File: src/rtl/fp16_normalize_round_if.sv
`default_nettype none
// ============================================================================
// Module      : fp16_normalize_round_if
// Description : Valid/ready operand and result bundle for the binary16
//               normalize-and-round stage.
// Revision    : 1.0 - initial release
// ============================================================================
interface fp16_normalize_round_if;
  logic        in_valid;
  logic        in_ready;
  logic        in_sign;
  logic [4:0]  in_exp;
  logic [11:0] in_sig;
  logic        in_guard;
  logic        in_sticky;
  logic        out_valid;
  logic        out_ready;
  logic [15:0] out_result;
  logic        out_overflow;
  logic        out_underflow;
  logic        out_inexact;

  // Upstream producer / downstream consumer side.
  modport master (
    output in_valid, in_sign, in_exp, in_sig, in_guard, in_sticky, out_ready,
    input  in_ready, out_valid, out_result, out_overflow, out_underflow,
           out_inexact
  );

  // The normalize/round stage itself.
  modport slave (
    input  in_valid, in_sign, in_exp, in_sig, in_guard, in_sticky, out_ready,
    output in_ready, out_valid, out_result, out_overflow, out_underflow,
           out_inexact
  );
endinterface
`default_nettype wire

File: src/rtl/fp16_normalize_round.sv
`default_nettype none
// ============================================================================
// Module      : fp16_normalize_round
// Description : Iterative (one bit per cycle) normalizer followed by
//               round-to-nearest-even and binary16 packing.
// Revision    : 1.0 - initial release
// ============================================================================
module fp16_normalize_round (
  input  logic                         clk,
  input  logic                         rst_n,
  fp16_normalize_round_if.slave        bus
);

  typedef enum logic [1:0] {
    IDLE  = 2'd0,
    NORM  = 2'd1,
    ROUND = 2'd2,
    DONE  = 2'd3
  } state_t;

  state_t      state, state_next;

  // Exponent is kept 7 bits wide so carry and round increments above 31
  // remain visible for the overflow test.
  logic        sign_q,   sign_next;
  logic [6:0]  exp_q,    exp_next;
  logic [11:0] sig_q,    sig_next;
  logic        guard_q,  guard_next;
  logic        sticky_q, sticky_next;
  logic        subn_q,   subn_next;

  logic [15:0] result_q, result_next;
  logic        ovf_q,    ovf_next;
  logic        unf_q,    unf_next;
  logic        inx_q,    inx_next;

  logic        rnd_inc;
  logic [11:0] rnd_sum;
  logic [9:0]  rnd_frac;
  logic [6:0]  rnd_exp;
  logic [4:0]  rnd_field;
  logic        rnd_ovf;

  assign bus.in_ready      = (state == IDLE);
  assign bus.out_valid     = (state == DONE);
  assign bus.out_result    = result_q;
  assign bus.out_overflow  = ovf_q;
  assign bus.out_underflow = unf_q;
  assign bus.out_inexact   = inx_q;

  // Next-state, datapath update and rounding arithmetic.
  always_comb begin
    state_next  = state;
    sign_next   = sign_q;
    exp_next    = exp_q;
    sig_next    = sig_q;
    guard_next  = guard_q;
    sticky_next = sticky_q;
    subn_next   = subn_q;
    result_next = result_q;
    ovf_next    = ovf_q;
    unf_next    = unf_q;
    inx_next    = inx_q;

    // Round-to-nearest-even on the 11-bit significand; a carry past the
    // hidden bit renormalizes by one position.
    rnd_inc = guard_q & (sticky_q | sig_q[0]);
    rnd_sum = {1'b0, sig_q[10:0]} + {11'd0, rnd_inc};
    if (rnd_sum[11]) begin
      rnd_frac = rnd_sum[10:1];
      rnd_exp  = exp_q + 7'd1;
    end else begin
      rnd_frac = rnd_sum[9:0];
      rnd_exp  = exp_q;
    end
    // A subnormal only gains an exponent field of 1 when rounding reaches
    // the hidden bit.
    if (subn_q) begin
      rnd_field = {4'd0, rnd_sum[10]};
    end else begin
      rnd_field = rnd_exp[4:0];
    end
    rnd_ovf = !subn_q && (rnd_exp >= 7'd31);

    case (state)
      IDLE: begin
        if (bus.in_valid) begin
          sign_next   = bus.in_sign;
          exp_next    = (bus.in_exp == 5'd0) ? 7'd1 : {2'b00, bus.in_exp};
          sig_next    = bus.in_sig;
          guard_next  = bus.in_guard;
          sticky_next = bus.in_sticky;
          subn_next   = 1'b0;
          state_next  = NORM;
        end
      end
      NORM: begin
        if ((sig_q == 12'd0) && !guard_q && !sticky_q) begin
          result_next = {sign_q, 15'd0};
          ovf_next    = 1'b0;
          unf_next    = 1'b0;
          inx_next    = 1'b0;
          state_next  = DONE;
        end else if (sig_q[11]) begin
          sig_next    = {1'b0, sig_q[11:1]};
          guard_next  = sig_q[0];
          sticky_next = sticky_q | guard_q;
          exp_next    = exp_q + 7'd1;
          state_next  = ROUND;
        end else if (!sig_q[10] && (exp_q > 7'd1)) begin
          sig_next    = {sig_q[10:0], guard_q};
          guard_next  = 1'b0;
          exp_next    = exp_q - 7'd1;
        end else if (!sig_q[10]) begin
          subn_next   = 1'b1;
          state_next  = ROUND;
        end else begin
          state_next  = ROUND;
        end
      end
      ROUND: begin
        inx_next = guard_q | sticky_q;
        if (rnd_ovf) begin
          result_next = {sign_q, 5'h1F, 10'h000};
          ovf_next    = 1'b1;
          unf_next    = 1'b0;
          inx_next    = 1'b1;
        end else begin
          result_next = {sign_q, rnd_field, rnd_frac};
          ovf_next    = 1'b0;
          unf_next    = (rnd_field == 5'd0) & (guard_q | sticky_q);
        end
        state_next = DONE;
      end
      DONE: begin
        if (bus.out_ready) begin
          state_next = IDLE;
        end
      end
      default: state_next = IDLE;
    endcase
  end

  // State and datapath registers; reset discards any in-flight operation.
  always_ff @(posedge clk or negedge rst_n) begin
    if (!rst_n) begin
      state    <= IDLE;
      sign_q   <= 1'b0;
      exp_q    <= 7'd0;
      sig_q    <= 12'd0;
      guard_q  <= 1'b0;
      sticky_q <= 1'b0;
      subn_q   <= 1'b0;
      result_q <= 16'h0000;
      ovf_q    <= 1'b0;
      unf_q    <= 1'b0;
      inx_q    <= 1'b0;
    end else begin
      state    <= state_next;
      sign_q   <= sign_next;
      exp_q    <= exp_next;
      sig_q    <= sig_next;
      guard_q  <= guard_next;
      sticky_q <= sticky_next;
      subn_q   <= subn_next;
      result_q <= result_next;
      ovf_q    <= ovf_next;
      unf_q    <= unf_next;
      inx_q    <= inx_next;
    end
  end

endmodule
`default_nettype wire

File: src/flat_wrapper.sv
// flat-port wrapper written by rule: the top's interface ports become plain ports
module fp16_normalize_round_flat 
  (clk, rst_n, bus_in_valid, bus_in_sign, bus_in_exp, bus_in_sig, bus_in_guard, bus_in_sticky, bus_out_ready, bus_in_ready, bus_out_valid, bus_out_result, bus_out_overflow, bus_out_underflow, bus_out_inexact);
  fp16_normalize_round_if bus_i ();
  input  logic clk;
  input  logic rst_n;
  input wire logic [$bits(bus_i.in_valid)-1:0] bus_in_valid;
  input wire logic [$bits(bus_i.in_sign)-1:0] bus_in_sign;
  input wire logic [$bits(bus_i.in_exp)-1:0] bus_in_exp;
  input wire logic [$bits(bus_i.in_sig)-1:0] bus_in_sig;
  input wire logic [$bits(bus_i.in_guard)-1:0] bus_in_guard;
  input wire logic [$bits(bus_i.in_sticky)-1:0] bus_in_sticky;
  input wire logic [$bits(bus_i.out_ready)-1:0] bus_out_ready;
  output wire logic [$bits(bus_i.in_ready)-1:0] bus_in_ready;
  output wire logic [$bits(bus_i.out_valid)-1:0] bus_out_valid;
  output wire logic [$bits(bus_i.out_result)-1:0] bus_out_result;
  output wire logic [$bits(bus_i.out_overflow)-1:0] bus_out_overflow;
  output wire logic [$bits(bus_i.out_underflow)-1:0] bus_out_underflow;
  output wire logic [$bits(bus_i.out_inexact)-1:0] bus_out_inexact;
  assign bus_i.in_valid = bus_in_valid;
  assign bus_i.in_sign = bus_in_sign;
  assign bus_i.in_exp = bus_in_exp;
  assign bus_i.in_sig = bus_in_sig;
  assign bus_i.in_guard = bus_in_guard;
  assign bus_i.in_sticky = bus_in_sticky;
  assign bus_i.out_ready = bus_out_ready;
  assign bus_in_ready = bus_i.in_ready;
  assign bus_out_valid = bus_i.out_valid;
  assign bus_out_result = bus_i.out_result;
  assign bus_out_overflow = bus_i.out_overflow;
  assign bus_out_underflow = bus_i.out_underflow;
  assign bus_out_inexact = bus_i.out_inexact;
  fp16_normalize_round u_core (.clk(clk), .rst_n(rst_n), .bus(bus_i));
endmodule
File: config.mk
export PLATFORM = sky130hd
export DESIGN_NAME = fp16_normalize_round_flat
export DESIGN_NICKNAME = d
export VERILOG_FILES = /design/src/rtl/fp16_normalize_round_if.sv /design/src/rtl/fp16_normalize_round.sv /design/src/flat_wrapper.sv
export SDC_FILE = /design/constraint.sdc
export NUM_CORES = 1
export LEC_CHECK = 0
export CAP_MARGIN = 40
export CORE_MARGIN = 5
export CORE_UTILIZATION = 58
export DETAILED_ROUTE_END_ITERATION = 10
export GPL_TIMING_DRIVEN = 0
export PLACE_DENSITY = 0.85
export SYNTH_ARGS = -nofsm -noshare
export SYNTH_HDL_FRONTEND = slang
export SYNTH_SLANG_ARGS = --single-unit
File: constraint.sdc
create_clock -name clk -period 4.7 [get_ports clk]
set_input_delay 0.705 -clock clk [delete_from_list [all_inputs] [get_ports clk]]
set_output_delay 0.705 -clock clk [all_outputs]
set_load 0.01 [all_outputs]
======== Yosys cells after proc, flatten, opt, wreduce, memory -nomap -nowiden ========
Cells that the tools add are included.
storage, ports and cells
  bits in registers ....................... 44
operators by class
  bitwise gates (word level) .............. 4
  $add $sub $neg .......................... 3
  eq/ne operators ......................... 13
  magnitude comparators ................... 2
  reduce and logical (&&, ||, !) cells .... 21
  muxes and demuxes ....................... 45
operators with widths
  kind                                                 number
  two-way mux 12 bit                                   4
  two-way mux 7 bit                                    5
  one-hot mux 16 bit (2 select lines)                  1
  one-hot mux 12 bit (2 select lines)                  1
  two-way mux 1 bit                                    16
  two-way mux 16 bit                                   1
  two-way mux 15 bit                                   1
  one-hot mux 7 bit (2 select lines)                   1
  adder 11 x 1 -> 12 bit                               1
  zero test 12 bit                                     1
  != test 2 bit, second input constant                 6
  one-hot mux 1 bit (2 select lines)                   6
  zero test 5 bit                                      2
  two-way mux 10 bit                                   1
  two-way mux 2 bit                                    5
  two-way mux 5 bit                                    2
  one-hot mux 2 bit (4 select lines)                   1
  AND reduction 4 bit                                  2
  adder 7 x 1 -> 7 bit, second input constant          1
  >= comparator 7 x 5 -> 1 bit, second input constant  1
  > comparator 7 x 1 -> 1 bit, second input constant   1
  subtractor 7 x 1 -> 7 bit, second input constant     1
  AND reduction 3 bit                                  2
  AND reduction 6 bit                                  1
  other kinds (12)                                     24

======== Longest topological paths before layout ========
Gate-level depths: netlist of run 1.
  depth after elaboration ................. 9
  gate-level depth with buffers ........... 10
  depth with buffers taken out ............ 8

======== Worst setup path after synthesis of run 1 ========
No wires, ideal clock.
  kind .................................... register -> register
  start point ............................. register u_core.guard_q
  end point ............................... register u_core.unf_q, in the netlist u_core.bus.out_underflow
  required time ........................... 4578 ps
  slack ................................... 2474 ps
  cell stages (with the launch flop) ...... 9
  period minus slack after synthesis ...... 2226 ps
  arrival time ............................ 2105 ps
  library setup time ...................... 122 ps
  path buffers ............................ 2
  cells stage by stage .................... dfrtp_1 -> clkbuf_2 -> nand3_2 -> or4_4 -> buf_6 -> or3_1 -> a21o_1 -> nor2b_4 -> a32o_1
between the ends
  cells in the longest elaborated chain, start to end .. 8
RTL lines
  element                                                                         RTL line                     text
  from (decl)                                                                     fp16_normalize_round.sv:28   logic guard_q, guard_next;
  from (signal assigned)                                                          fp16_normalize_round.sv:163  guard_q <= guard_next;
  parallel branches: the longest is 8 deep, another holds adder 11 x 1 -> 12 bit  n/a
  to (signal assigned)                                                            fp16_normalize_round.sv:168  unf_q <= unf_next;
  to (decl)                                                                       fp16_normalize_round.sv:34   logic unf_q, unf_next;
Several ways; the timed one is not identified.
A chain may end at the register's enable or synchronous reset.

======== Worst setup path in the final report of run 1 ========
  start point ............................. register u_core.exp_q[2]
  end point ............................... register u_core.sig_q[7]
between the ends
  cells in the longest elaborated chain, start to end .. 4
RTL lines
  element                           RTL line                     text
  from (decl)                       fp16_normalize_round.sv:26   logic [6:0] exp_q, exp_next;
  from (signal assigned)            fp16_normalize_round.sv:161  exp_q <= exp_next;
  > comparator 7 x 1 -> 1 bit       fp16_normalize_round.sv:110  end else if (!sig_q[10] && (exp_q > 7'd1)) begin
  logical AND 1 bit                 fp16_normalize_round.sv:110
  != test 3 x 1 -> 1 bit (no line)  n/a
  AND reduction 4 bit (no line)     n/a
  to (signal assigned)              fp16_normalize_round.sv:162  sig_q <= sig_next;
  to (decl)                         fp16_normalize_round.sv:27   logic [11:0] sig_q, sig_next;
Every way passes these cells.

==> impl_metrics.env, run 1 <==
export IMPL_drt_iter0_drc=189
export IMPL_hold_viol_final=0
export IMPL_skew_ps=9.31
export IMPL_hold_slack_ps=378
export IMPL_power_switching_share=0.469
export IMPL_power_leakage_nw=1.45
export IMPL_fill_cells=376
export IMPL_intPower_w=0.00132
export IMPL_min_period_over_period=0.648
export IMPL_vias=2857
export IMPL_place_congestion=0.975
export IMPL_root_buffer="clkbuf_8"
export IMPL_synth_edf_count=0
export IMPL_critPathMaxStageDelay_ps=730
export IMPL_cts_sinks=44
export IMPL_area_growth_pct=22.7
export IMPL_ios=45
export IMPL_synth_seq_cells=44
export IMPL_diodes=0
export IMPL_syn_cell_area_mm2=0.00289
export IMPL_synth_cell_types=50
export IMPL_layout_min_cycle_time_ps=3050
export IMPL_finalInstanceArea_mm2=0.00354
export IMPL_synth_most_common_cell="nand2_1"
export IMPL_ant_nets=0
export IMPL_grtUsageTotal=0.257
export IMPL_htree_levels=2
export IMPL_power_switching_w=0.00117
export IMPL_yosys_top_cells_count="nand2_1 (66), o21ai_0 (46), dfrtp_1 (44)"
export IMPL_maxSlewHeadroom=0.410
export IMPL_outcome="finished clean"
export IMPL_multi_input_area_mm2=0.00161
export IMPL_yosysTopAreaCell="dfrtp_1"
export IMPL_die_area_mm2=0.00649
export IMPL_drv_slew=0
export IMPL_fp_coreArea_mm2=0.00479
export IMPL_setup_viol=0
export IMPL_grt_first_pass_wirelength_mm=13.0
export IMPL_grt_setup_unrepaired="false"
export IMPL_p_comb_frac=0.614
export IMPL_maxCapViolCount=0
export IMPL_io_buffers=44
export IMPL_start_util=0.603
export IMPL_finalCoreUtilization=0.740
export IMPL_place_detailed_hpwl_mm=5.77
export IMPL_cts_path_max_buffers=2
export IMPL_antenna_found_initial=0
export IMPL_p_seq_frac=0.269
export IMPL_path_cells="nor4_1, a31oi_1, o221ai_1, clkbuf_1, nand2_1, o21ai_0"
export IMPL_syn_inst=352
export IMPL_crit_buf_inv=1
export IMPL_stdcell_count=472
export IMPL_post_cts_resized=0
export IMPL_avgSynthCellArea_um2=8.20
export IMPL_syn_num_nets=384
export IMPL_first_pass_iters=5
export IMPL_cts_hold_buf=0
export IMPL_drive_gt1_frac=0.0840
export IMPL_synthTopCellsByArea="dfrtp_1 (38%), nand2_1 (8.6%), o21ai_0 (8.0%)"
export IMPL_grt_pass1_vias=2759
export IMPL_synth_warnings=0
export IMPL_crit_fanout=10
export IMPL_routedWlPerCell_um=16.4
export IMPL_gr_total_overflow=0
export IMPL_p_per_area_mw_per_mm2=702
export IMPL_synth_top_area_share=0.382
export IMPL_cp_end_kind="flip-flop"
export IMPL_cts_tree="done"
export IMPL_ir_worst_vdd_mv=0.397
export IMPL_cp_start_kind="flip-flop"
export IMPL_finalSetupTns_ps=0
export IMPL_worstMarginPinSlew_ps=885
export IMPL_crit_type="flip-flop to flip-flop"
export IMPL_routed_wl_mm=7.74
export IMPL_grt_max_degree=25
export IMPL_path_clk_slew_ps=90
export IMPL_fmax_mhz=328
export IMPL_yosysSeqAreaShare=0.382
export IMPL_chipHeight_um=80.5
export IMPL_crit_path_top_delay_cell="o221ai_1"
export IMPL_cts_buffers=5
export IMPL_fp_row_count=25
export IMPL_min_path_type="input pin to async pin"
export IMPL_placed_cells=464
export IMPL_cts_setup_buffers=0
export IMPL_worstPathArrival_ps=3270
export IMPL_async_flop_share=1.00
export IMPL_regArea_mm2=0.00110
export IMPL_nets=436
export IMPL_clkLatencyLatePin_ps=310
export IMPL_drc_errors=0
export IMPL_worst_path_dominant_cell_family="compound AO/OA/AOI/OAI gates"
export IMPL_synth_ff_type="dfrtp_1"
export IMPL_clkPwrFrac=0.117
export IMPL_placed_area_mm2=0.00343
export IMPL_viasPerCell=6.05
export IMPL_die_x_um=80.5
export IMPL_crit_required_ps=4920
## area by class of cell
| type | count | share of cell area |
|---|---|---|
| Multi-Input combinational cell | 268 | 0.454 |
| Buffer | 32 | 0.0421 |
| Clock buffer | 6 | 0.0205 |
| Tap cell | 67 | 0.0237 |
| Timing Repair Buffer | 45 | 0.131 |
| Inverter | 8 | 0.00848 |
| Sequential cell | 44 | 0.311 |
| Clock inverter | 2 | 0.00990 |
## stage by stage
step | power (W) | setup slack (ps)
after global placement | 0.00211 | 1800
after global routing | 0.00271 | 1440
after CTS | 0.00247 | 1760
final | 0.00248 | 1650
after detailed placement | 0.00218 | 1770
after floorplan | 0.00168 | 2470
## cell usage in the layout (no fill, tap or decap), drive strengths merged, types with 5 or more instances in the layout
master | Yosys | final
a31oi | 6 | 6
a21oi | 21 | 21
and3 | 6 | 6
nand3 | 14 | 14
nand2 | 66 | 66
o21ai | 46 | 46
clkbuf | 20 | 26
clkdlybuf4s50 | 0 | 43
inv | 8 | 8
ha | 8 | 8
dfrtp | 44 | 44
a32o | 5 | 5
o22a | 6 | 6
nor4 | 9 | 9
o211ai | 11 | 11
nor2 | 15 | 15
buf | 12 | 14
xor2 | 6 | 6
## sequential cells by signal (all words and copies together), names as in the netlist
name and count:
u_core.sticky_q 1, u_core.bus.out_underflow 1, u_core.state 2, u_core.sig_q 12
u_core.exp_q 7, u_core.bus.out_result 16, u_core.bus.out_overflow 1, u_core.guard_q 1
u_core.subn_q 1, u_core.sign_q 1, u_core.bus.out_inexact 1
## routing by layer
metal | share of wire | global-route usage | vias up | wire length (um)
met1 | 0.43 | 0.327 | 1349 | 3300
met3 | 0.069 | 0.0460 | 22 | 531
met2 | 0.48 | 0.425 | 116 | 3700
met5 | 0 | 0 | - | 0
li1 | - | - | 1370 | -
met4 | 0.026 | 0.110 | 0 | 202
## power groups by stage
stage	clock (W)	combinational [W]	sequential, W
floorplan	0	0.000998	0.000678
global placement	0	0.00145	0.000661
detailed placement	0	0.00150	0.000673
CTS	0.000294	0.00151	0.000665
global route	0.000313	0.00170	0.000690
finish	0.000292	0.00153	0.000668
## cell families after synthesis
logic type	Yosys count	share of synthesized area
xor+xnor	10	0.0304
compound gates	112	0.246
simple gates	131	0.219
buf+inv	40	0.0620
fa+ha+maj	8	0.0347
mux	7	0.0256
flops	44	0.382
## path summary, 6_finish.rpt
path	startpoint	end	slack, ps	cells past startpoint
setup / recovery	u_core.exp_q[2]	u_core.sig_q[7]	1650	6
hold / removal	rst_n	u_core.exp_q[1]	380	1
setup reg to reg	u_core.exp_q[2]	u_core.sig_q[7]	1650	6
hold reg to reg	u_core.bus.out_result[11]	u_core.bus.out_result[11]	470	2
max in group asynchronous	rst_n	u_core.bus.out_underflow	3810	2
min in group clk	u_core.bus.out_result[11]	u_core.bus.out_result[11]	470	2
Power figures use the tool's default switching activity.
==> run 2, diff against run 1 <==
--- a/config.mk
+++ b/config.mk
@@ -7,10 +7,10 @@
 export LEC_CHECK = 0
 export CAP_MARGIN = 40
 export CORE_MARGIN = 5
-export CORE_UTILIZATION = 58
+export CORE_UTILIZATION = 54
 export DETAILED_ROUTE_END_ITERATION = 10
 export GPL_TIMING_DRIVEN = 0
-export PLACE_DENSITY = 0.85
+export PLACE_DENSITY = 0.8
 export SYNTH_ARGS = -nofsm -noshare
 export SYNTH_HDL_FRONTEND = slang
 export SYNTH_SLANG_ARGS = --single-unit
==> constraint.sdc (replaced) <==
create_clock -name clk -period 3.2 [get_ports clk]
set_input_delay 0.48 -clock clk [delete_from_list [all_inputs] [get_ports clk]]
set_output_delay 0.48 -clock clk [all_outputs]
set_load 0.01 [all_outputs]
==> impl_metrics.env, run 2 (same netlist as run 1, synthesis figures left out) <==
export IMPL_r2r_start="u_core.state[1]"
export IMPL_routedWlPerCell_um=16.1
export IMPL_routed_wl_mm=7.65
export IMPL_grt_first_pass_wirelength_mm=13.0
export IMPL_cts_setup_buffers=0
export IMPL_grtUsageTotal=0.224
export IMPL_crit_top_cell="clkbuf_1"
export IMPL_hold_slack_ps=129
export IMPL_area_growth_pct=22.3
export IMPL_cts_tree="done"
export IMPL_cts_path_max_buffers=2
export IMPL_place_congestion=0.991
export IMPL_fill_cells=473
export IMPL_drive_gt1_frac=0.0864
export IMPL_regArea_mm2=0.00110
export IMPL_hold_viol_final=0
export IMPL_worstMarginPinSlew_ps=825
export IMPL_maxCapViolCount=0
export IMPL_path_cells="inv_1, ha_1, clkbuf_1, inv_1, clkbuf_1, a21oi_1, clkbuf_1, nand2_1, o21ai_0"
export IMPL_cp_start_kind="flip-flop"
export IMPL_r2r_end="u_core.bus.out_result[5]"
export IMPL_die_area_mm2=0.00690
export IMPL_chipHeight_um=83.1
export IMPL_drv_slew=0
export IMPL_setup_viol=0
export IMPL_path_clk_slew_ps=90
export IMPL_fp_row_count=26
export IMPL_place_detailed_hpwl_mm=5.79
export IMPL_layout_common_cells="nand2_1 (66), o21ai_0 (46), dfrtp_1 (44)"
export IMPL_vias=2882
export IMPL_fmax_mhz=349
export IMPL_start_util=0.561
export IMPL_drt_iter0_drc=215
export IMPL_nets=436
export IMPL_ant_nets=0
export IMPL_fp_coreArea_mm2=0.00514
export IMPL_root_buffer="clkbuf_8"
export IMPL_drc_errors=0
export IMPL_outcome="finished clean"
export IMPL_clkLatencyLatePin_ps=310
export IMPL_largest_reg_flops=16
export IMPL_reg2reg_depth=9
export IMPL_die_x_um=83.1
export IMPL_layout_min_cycle_time_ps=2870
export IMPL_first_pass_iters=4
export IMPL_skew_ps=12.8
export IMPL_htree_levels=2
export IMPL_power_leakage_nw=1.44
export IMPL_final_common_cell="nand2_1"
export IMPL_finalCoreUtilization=0.686
export IMPL_min_period_over_period=0.896
export IMPL_io_buffers=44
export IMPL_antenna_found_initial=0
export IMPL_cts_buffers=5
export IMPL_ios=45
export IMPL_critPathMaxStageDelay_ps=740
export IMPL_min_path_type="input pin to async pin"
export IMPL_multi_input_area_mm2=0.00161
export IMPL_viasPerCell=6.07
export IMPL_cp_end_kind="flip-flop"
export IMPL_rrSetupSlack_ps=330
export IMPL_grt_pass1_vias=2711
export IMPL_crit_buf_inv=5
export IMPL_grt_setup_unrepaired="false"
export IMPL_diodes=0
export IMPL_crit_type="flip-flop to flip-flop"
export IMPL_finalSetupTns_ps=0
export IMPL_cts_sinks=44
export IMPL_gr_total_overflow=0
export IMPL_worst_path_dominant_cell_family="buffers and inverters"
export IMPL_post_cts_resized=0
export IMPL_maxSlewHeadroom=0.450
export IMPL_worstPathArrival_ps=3100
export IMPL_grt_max_degree=27
export IMPL_cts_hold_buf=0
export IMPL_p_per_area_mw_per_mm2=1020
export IMPL_crit_required_ps=3430
export IMPL_crit_path_top_delay_cell="a21oi_1"
export IMPL_ir_worst_vdd_mv=0.753
export IMPL_crit_fanout=10
==> run 2: worst max-delay path by stage <==
stage / startpoint / endpoint / slack, ps / depth (start not counted)
2_1_floorplan: u_core.guard_q / u_core.bus.out_underflow / 970 / 8
3_3_place_gp: u_core.exp_q[1] / u_core.exp_q[0] / 350 / 9
3_5_place_dp: u_core.exp_q[1] / u_core.exp_q[0] / 290 / 9
4_1_cts: u_core.exp_q[1] / u_core.exp_q[0] / 280 / 9
5_1_grt: u_core.state[1] / u_core.bus.out_result[5] / 30 / 9
6_report: u_core.state[1] / u_core.bus.out_result[5] / 330 / 9
==> run 2: cell type report <==
type / count / share of cell area
plain buffers: 32 / 0.0422
flip-flops and latches: 44 / 0.312
multi-input cells: 268 / 0.457
well taps: 70 / 0.0248
clock buffers: 7 / 0.0245
repair buffers: 45 / 0.129
inverters: 8 / 0.00851
clock inverters: 1 / 0.00213
==> run 2: worst register-to-register path, delay by kind of cell (launching register included) <==
kind            cells  cell delay, ps
compound gates      2             820
fa+ha+maj           1             140
buf+inv             5            1320
flops               1             420
simple gates        1             100
==> run 2: layer usage <==
metal | track usage | part of all wire
met1 | 0.304 | 0.43
met2 | 0.372 | 0.48
met3 | 0.0386 | 0.080
met4 | 0.0550 | 0.014
met5 | 0 | 0
==> run 2: per-stage QoR <==
stage | power (W) | instance area [um2] | cells | worst slack, ps
detailed placement | 0.00319 | 3430 | 467 | 291
CTS | 0.00356 | 3520 | 475 | 277
finish | 0.00360 | 3530 | 475 | 333
global placement | 0.00312 | 3410 | 466 | 345
global route | 0.00391 | 3530 | 475 | 30.6
floorplan | 0.00246 | 2890 | 352 | 974
==> run 2: report_power, final <==
| group | internal, W | total (W) | leakage [nW] | switching, W |
|---|---|---|---|---|
| Combinational | 0.000894 | 0.00224 | 0.843 | 0.00134 |
| Clock | 0.000176 | 0.000380 | 0.0445 | 0.000204 |
| Sequential | 0.000813 | 0.000979 | 0.549 | 0.000166 |
==> run 3, diff against run 2 <==
--- a/config.mk
+++ b/config.mk
@@ -7,10 +7,11 @@
 export LEC_CHECK = 0
 export CAP_MARGIN = 40
 export CORE_MARGIN = 5
-export CORE_UTILIZATION = 54
+export CORE_UTILIZATION = 43
 export DETAILED_ROUTE_END_ITERATION = 10
 export GPL_TIMING_DRIVEN = 0
-export PLACE_DENSITY = 0.8
+export HOLD_SLACK_MARGIN = 0.08
+export PLACE_DENSITY = 0.66
 export SYNTH_ARGS = -nofsm -noshare
 export SYNTH_HDL_FRONTEND = slang
 export SYNTH_SLANG_ARGS = --single-unit
==> impl_metrics.env, run 3 (same netlist as run 1, synthesis figures left out) <==
export IMPL_outcome="finished clean"
export IMPL_crit_path_top_delay_cell="a21oi_1"
export IMPL_skew_ps=5.47
export IMPL_largest_reg_flops=16
export IMPL_worstPathArrival_ps=3160
export IMPL_ios=45
export IMPL_fp_coreArea_mm2=0.00642
export IMPL_fill_cells=621
export IMPL_finalCoreUtilization=0.552
export IMPL_antenna_found_initial=0
export IMPL_cp_start_kind="flip-flop"
export IMPL_die_x_um=91.9
export IMPL_final_common_cell="nand2_1"
export IMPL_viasPerCell=5.71
export IMPL_start_util=0.449
export IMPL_routed_wl_mm=7.76
export IMPL_nets=436
export IMPL_maxSlewHeadroom=0.418
export IMPL_layout_common_cells="nand2_1 (66), o21ai_0 (46), dfrtp_1 (44)"
export IMPL_die_area_mm2=0.00845
export IMPL_clkLatencyLatePin_ps=300
export IMPL_chipHeight_um=91.9
export IMPL_layout_min_cycle_time_ps=2930
export IMPL_area_growth_pct=22.9
export IMPL_grt_pass1_vias=2451
export IMPL_diodes=0
export IMPL_drv_slew=0
export IMPL_first_pass_iters=6
export IMPL_cts_path_max_buffers=2
export IMPL_drive_gt1_frac=0.0840
export IMPL_cp_end_kind="flip-flop"
export IMPL_crit_type="flip-flop to flip-flop"
export IMPL_crit_required_ps=3420
export IMPL_gr_total_overflow=0
export IMPL_cts_buffers=5
export IMPL_vias=2754
export IMPL_root_buffer="clkbuf_8"
export IMPL_crit_top_cell="clkbuf_1"
export IMPL_path_cells="inv_1, ha_1, clkbuf_1, inv_1, clkbuf_1, a21oi_1, clkbuf_1, nand2_1, o21ai_0"
export IMPL_drc_errors=0
export IMPL_setup_viol=0
export IMPL_ir_worst_vdd_mv=0.555
export IMPL_place_congestion=0.906
export IMPL_grt_first_pass_wirelength_mm=12.6
export IMPL_cts_tree="done"
export IMPL_critPathMaxStageDelay_ps=770
export IMPL_p_per_area_mw_per_mm2=1030
export IMPL_total_power_w=0.00364
export IMPL_grtUsageTotal=0.183
export IMPL_fp_row_count=29
export IMPL_cts_hold_buf=0
export IMPL_finalSetupTns_ps=0
export IMPL_ant_nets=0
export IMPL_crit_fanout=10
export IMPL_path_clk_slew_ps=90
export IMPL_power_leakage_nw=1.45
export IMPL_cts_sinks=44
export IMPL_htree_levels=2
export IMPL_min_period_over_period=0.917
export IMPL_worstMarginPinSlew_ps=873
export IMPL_grt_setup_unrepaired="false"
export IMPL_cts_setup_buffers=0
export IMPL_grt_max_degree=27
export IMPL_io_buffers=44
export IMPL_hold_viol_final=0
export IMPL_post_cts_resized=0
export IMPL_maxCapViolCount=0
export IMPL_drt_iter0_drc=151
export IMPL_min_path_type="input pin to async pin"
export IMPL_fmax_mhz=341
export IMPL_place_detailed_hpwl_mm=5.77
export IMPL_routedWlPerCell_um=16.1
run 3: changes by cell type in the layout (fill, tap and decap cells not counted), sizes merged:
cell | previous run | this run
clkbuf | 27 | 26
bufinv | 0 | 1
clkinvlp | 1 | 0
clkinv | 0 | 1
run 3: critical path: cells and delay by family, from the launching register on:
family                     cells  cell delay [ps]
buffers and inverters          5             1330
AOI/OAI and AO/OA              2              850
DFF                            1              420
adders and majority gates      1              140
and+or+nand+nor                1              100
run 3: worst paths after layout:
path                                                start                   endpoint  slack (ps)  cells past startpoint
worst max-delay path                      u_core.state[1]   u_core.bus.out_result[1]         270                      9
worst min-delay path                                rst_n            u_core.sig_q[1]         130                      1
worst max register to register            u_core.state[1]   u_core.bus.out_result[1]         270                      9
worst min register to register  u_core.bus.out_result[11]  u_core.bus.out_result[11]         470                      2
max in group asynchronous                           rst_n   u_core.bus.out_underflow        2570                      2
min in group clk                u_core.bus.out_result[11]  u_core.bus.out_result[11]         470                      2
run 3: area by class of cell:
type | instances | area [um2] | area share
sequential | 44 | 1100 | 0.311
clock buffer | 6 | 72.6 | 0.0205
buffer | 32 | 149 | 0.0420
inverter | 8 | 30.0 | 0.00847
multi-input combinational | 268 | 1610 | 0.453
tap | 77 | 96.3 | 0.0272
clock inverter | 2 | 35.0 | 0.00988
timing repair buffer | 45 | 455 | 0.128
run 3: stage by stage:
| step | hold slack, ps | instance area (um2) | worst slack [ps] | cells |
|---|---|---|---|---|
| 6_report | 129 | 3540 | 265 | 482 |
| 5_1_grt | 170 | 3540 | 27.7 | 482 |
| 4_1_cts | 142 | 3540 | 274 | 482 |
| 3_5_place_dp | 456 | 3440 | 270 | 474 |
| 3_3_place_gp | 450 | 3420 | 338 | 473 |
| 2_1_floorplan | 184 | 2890 | 974 | 352 |
run 3: per-layer routing:
metal  part of all wire  GRT usage  wire [um]
met2               0.45      0.290       3500
met3              0.072     0.0254        562
met1               0.46      0.265       3610
met5                  0          0          0
met4              0.011     0.0446         89
run 3: report_power, final:
part | total (W) | internal (W) | switching, W
Sequential | 0.000975 | 0.000812 | 0.000162
Clock | 0.000434 | 0.000232 | 0.000202
Combinational | 0.00223 | 0.000891 | 0.00134
Total | 0.00364 | 0.00194 | 0.00170
